$ cat config.mk
export PLATFORM = sky130hd
export DESIGN_NAME = mem_arbiter
export DESIGN_NICKNAME = d
export VERILOG_FILES = /design/src/rtl/mem_arbiter.sv
export SDC_FILE = /design/constraint.sdc
export NUM_CORES = 1
export LEC_CHECK = 0
export ABC_AREA = 1
export CORE_AREA = 2 2 107 109
export CTS_BUF_LIST = sky130_fd_sc_hd__clkbuf_2 sky130_fd_sc_hd__clkbuf_4 sky130_fd_sc_hd__clkbuf_8
export DETAILED_ROUTE_END_ITERATION = 10
export DIE_AREA = 0 0 109 111
export MAX_ROUTING_LAYER = met4
export SLEW_MARGIN = 20
export SYNTH_ARGS = -nofsm -noshare
export SYNTH_HDL_FRONTEND = slang
export SYNTH_SLANG_ARGS = --single-unit
$ cat constraint.sdc
create_clock -name clk -period 2.15 [get_ports clk]
set_clock_uncertainty 0.05 [all_clocks]
set_input_delay 0.645 -clock clk [delete_from_list [all_inputs] [get_ports clk]]
set_output_delay 0.645 -clock clk [all_outputs]
set_load 0.03 [all_outputs]
$ cat src/rtl/mem_arbiter.sv
// rtl/mem_arbiter.sv - fetch vs load/store arbiter for one single-port synchronous RAM
module mem_arbiter #(
   parameter int unsigned EX_BURST_MAX = 4
) (
   input  logic        clk,
   input  logic        rst_n,
   input  logic        if_req_i,
   input  logic [31:0] if_addr_i,
   output logic        if_gnt_o,
   output logic        if_rvalid_o,
   output logic [31:0] if_rdata_o,
   input  logic        ex_rd_req_i,
   input  logic        ex_wr_req_i,
   input  logic [31:0] ex_addr_i,
   input  logic [3:0]  ex_wr_sel_i,
   input  logic [31:0] ex_wr_data_i,
   output logic        ex_gnt_o,
   output logic        ex_rvalid_o,
   output logic [31:0] ex_rdata_o,
   input  logic        flush_i,
   output logic        ram_req_o,
   output logic        ram_we_o,
   output logic [3:0]  ram_sel_o,
   output logic [31:0] ram_addr_o,
   output logic [31:0] ram_wdata_o,
   input  logic [31:0] ram_rdata_i,
   output logic        hold_flag_o
);

   typedef enum logic [1:0] {OWN_NONE, OWN_IF, OWN_EX} owner_t;

   owner_t     r_owner;
   logic [3:0] r_cnt;

   logic w_ex_req;
   logic w_ex_rd_only;
   logic w_burst_full;

   assign w_ex_req     = ex_rd_req_i | ex_wr_req_i;
   // a simultaneous read+write is treated as a write; the read never gets a response
   assign w_ex_rd_only = ex_rd_req_i & ~ex_wr_req_i;
   assign w_burst_full = (r_cnt == 4'(EX_BURST_MAX));

   assign if_gnt_o    = if_req_i & ~flush_i & (~w_ex_req | w_burst_full);
   assign ex_gnt_o    = w_ex_req & ~if_gnt_o;
   assign hold_flag_o = if_req_i & ~if_gnt_o & ~flush_i;

   assign if_rvalid_o = (r_owner == OWN_IF) & ~flush_i;
   assign ex_rvalid_o = (r_owner == OWN_EX);
   assign if_rdata_o  = if_rvalid_o ? ram_rdata_i : 32'h0;
   assign ex_rdata_o  = ex_rvalid_o ? ram_rdata_i : 32'h0;

   always_comb begin
      ram_req_o   = 1'b0;
      ram_we_o    = 1'b0;
      ram_sel_o   = 4'h0;
      ram_addr_o  = 32'h0;
      ram_wdata_o = 32'h0;
      if (if_gnt_o) begin
         ram_req_o   = 1'b1;
         ram_sel_o   = 4'hF;
         ram_addr_o  = if_addr_i;
      end else if (ex_gnt_o) begin
         ram_req_o   = 1'b1;
         ram_we_o    = ex_wr_req_i;
         ram_sel_o   = ex_wr_req_i ? ex_wr_sel_i : 4'hF;
         ram_addr_o  = ex_addr_i;
         ram_wdata_o = ex_wr_data_i;
      end
   end

   always_ff @(posedge clk or negedge rst_n) begin
      if (!rst_n) begin
         r_owner <= OWN_NONE;
         r_cnt   <= 4'd0;
      end else begin
         if (if_gnt_o)
            r_owner <= OWN_IF;
         else if (ex_gnt_o && w_ex_rd_only)
            r_owner <= OWN_EX;
         else
            r_owner <= OWN_NONE;

         // counts EX grants that overtook a waiting fetch
         if (!if_req_i || if_gnt_o)
            r_cnt <= 4'd0;
         else if (ex_gnt_o && !w_burst_full)
            r_cnt <= r_cnt + 4'd1;
      end
   end

endmodule

==> summary.txt <==
Synthesis
  – Post-synthesis sequential area ratio: 9.06%
  – Gate Count Post-Synth: 336
  – Synth Warn #: 0
  – Cell area after synthesis: 1660 um^2
  – Syn nets: about 480
  – Yosys reg bits: 6
  – Synth cell types: 22
  – Mean Syn Cell Area: 4.93 um^2

Placed design
  – PortBufs: roughly 280
  – Hpwl dp: 7.89 mm
  – Routability cong.: between 0.8 and 0.9

STA
  – # setup viols final: roughly 100
  – Tcrit/Tclk final: 115%
  – Hold Vio Cnt, Final: 0
  – Setup WS post-layout: -0.332 ns
  – Worst slew pin tran: ~0.32 ns
  – Fmax: 403 MHz
  – Slew headroom: between 70% and 80%
  – Max Transition Viols Final: 0
  – Post-layout min period: 2.48 ns
  – Worst hold slack: 0.541 ns
  – RSZ-0062 raised after global routing: true

Detailed routing
  – TritonRoute pass-1 iters: 4
  – Drt drc: 0
  – Final ANT Viol Nets: 0
  – Vias per cell: 4.12
  – DR iter-0 viols: 78
  – Vias: 3256
  – WL/cell: 14.3 um
  – Routed WL: 11.3 mm

CTS
  – TritonCTS Buffers: 3
  – Register clock-pin slew on the reported worst setup and hold paths: 0.04 ns
  – Worst skew pair latency: 0.22 ns
  – H-tree depth: 1
  – Clock buffer depth: 2
  – CTS tree: done
  – Hold_buf cts: 0
  – Root buffer cell: clkbuf_8
  – Clock sinks: 6

Global routing
  – GRT busiest layer: met2
  – M2 GR Usage: 34.6%
  – Largest net degree at the start of global routing: 33
  – Grt met3 use: 3.12%
  – Vias in the first global route: 3367
  – Grt met1 use: 17.5%
  – Gr ovfl total: 0
  – Initial antenna violation count: 0
  – First-pass GRT wire length: 16.3 mm
  – GRT Util Overall: 17.5%

Critical path
  – Top cell family by delay on the critical path: buffers and inverters
  – Crit-path most repeated cell: buf_6
  – Data arrival, critical path: 1.79 ns
  – Worst reg2reg path endpoint: r_owner[1]
  – Max incr delay on CP: 0.39 ns
  – Cell breakdown of the critical path: inv_2, ha_4, nand3_4, nand2_4, nand2_8, buf_6, inv_8, buf_8, buf_16, nand2_1, nand2_2, buf_6
  – R2R Path Start: r_cnt[0]
  – Endpoint type of the worst setup path: output pin
  – Crit start category: register
  – WS Path Type: register to output pin
  – Worst Path Buf+Inv: 6
  – Max FO, Critical Path: 5
  – Slowest stage cell, crit path: dfrtp_1
  – Worst r2r path cells: 11
  – Reg2reg setup slack: 0.53 ns
  – Crit path required time: 1.45 ns

Power
  – VDD IR max: 0.188 mV
  – Power Density: roughly 270 nW/um^2
  – Leak: approximately 3.2 nW

Die
  – Initial Utilization: 15.0%
  – Site Rows: 39
  – Die Y: 111 um
  – Ports: 277
  – Core Footprint: 11100 um^2
  – Die Area: 12100 um^2
  – Die extent in x: ~110 um

Finish
  – # diodes: 0
  – Area grow syn2layout: 280%
  – Final net count: 790
  – Filler cell count in the final layout: 974
  – Final Util: 56.9%
  – Layout cell share with drive strength beyond 1: around 60%

Outcome
  – Failing checks: negative setup slack
  – Status: complete, but fails checks

Hold path
  – Worst Hold End: r_cnt[3]
  – Hold Path Class: register to register
  – Hold path depth: 3
  – Worst Hold Launch: r_cnt[3]

Run
  – Maxcap violations: 0
[metal layers]
layer	vias up	wire, um
li1	1599	-
met1	1469	4000
met2	178	6210
met3	10	943
met4	0	119
met5	-	0
[layout by cell type, fill, tap and decap left out, types with 3 or more instances in the layout]
cell type | synthesis | layout
dlymetal6s2s_1 | 0 | 4
dfrtp_1 | 6 | 6
o21ai_2 | 0 | 3
inv_2 | 2 | 25
nand3_2 | 20 | 23
nor2_1 | 105 | 28
buf_2 | 7 | 4
clkbuf_8 | 0 | 3
nor2_4 | 0 | 43
nand2_1 | 76 | 18
nand3_1 | 16 | 13
nand2_4 | 3 | 28
buf_6 | 4 | 105
nor2_2 | 0 | 34
inv_1 | 74 | 50
buf_16 | 0 | 13
buf_12 | 0 | 18
buf_8 | 0 | 3
clkdlybuf4s50_1 | 0 | 130
buf_4 | 2 | 48
nand2_2 | 1 | 32
[tightest hold or removal path: cells and delay by family (launching register included)]
| kind | cells | cell delay (ns) |
|---|---|---|
| flip-flops | 1 | 0.34 |
| AND/OR/NAND/NOR | 3 | 0.21 |
[registers in the layout, indices dropped and copies added, names as in the netlist]
signal,cells
r_owner,2
r_cnt,4
[kinds of logic after synthesis]
group	share of synthesized area (%)
fa+ha+maj	1.51
compound gates	1.51
flops	9.06
simple gates	62.5
xor+xnor	0.529
buf+inv	24.9
[final cells by class]
type	instances	area, um^2	share of cell area, %
Timing Repair Buffer	329	3790	60.2
Multi-Input combinational cell	233	1840	29.2
Inverter	77	302	4.78
Tap cell	143	179	2.84
Sequential cell	6	150	2.38
Clock buffer	3	41.3	0.655
[synthesized netlist by cell type, drive strengths merged]
cell | n | area share, %
nor3 | 1 | 0.30
xor2 | 1 | 0.53
o21ai | 4 | 1.2
nand2 | 80 | 20
buf | 14 | 6.0
ha | 2 | 1.5
inv | 77 | 18
nand4 | 2 | 0.76
clkbuf | 6 | 1.4
dfrtp | 6 | 9.1
a21oi | 1 | 0.30
nand3 | 37 | 18
nor2 | 105 | 24
[worst max path at each step]
stage                     start  depth (start not counted)              end  slack (ns)
global route           r_cnt[1]                         12   ram_addr_o[18]       -0.39
floorplan           ex_wr_req_i                          7  ram_wdata_o[22]       -0.13
finish                 r_cnt[0]                         12   ram_addr_o[18]       -0.33
detailed placement     if_req_i                          9   ram_addr_o[12]       -0.61
CTS                    r_cnt[1]                         12   ram_addr_o[11]       -0.33
global placement       if_req_i                          9   ram_addr_o[10]       -0.59
[power by group]
group | switching, mW | internal [mW]
Sequential | 0.00566 | 0.121
Clock | 0.0501 | 0.120
Combinational | 0.697 | 0.700
[through the flow]
| stage | std cells | total power [mW] | setup WS (ns) | setup TNS, ns | cell area, um^2 |
|---|---|---|---|---|---|
| floorplan | 336 | 0.679 | -0.129 | -3.83 | 2050 |
| global placement | 755 | 1.26 | -0.589 | -53.54 | 4860 |
| detailed placement | 755 | 1.27 | -0.613 | -54.87 | 4860 |
| CTS | 789 | 1.64 | -0.329 | -21.52 | 6030 |
| global route | 791 | 1.78 | -0.394 | -29.02 | 6300 |
| finish | 791 | 1.69 | -0.332 | -23.27 | 6300 |
[what timing repair did]
item,CTS,global route
buffers inserted,19,1
endpoints found under the setup margin,114,133
hold endpoints to repair,0,0
gates cloned,14,2
resized for setup,195,79
pin swaps,35,29
Note: power is estimated with default switching activity, not from simulation.
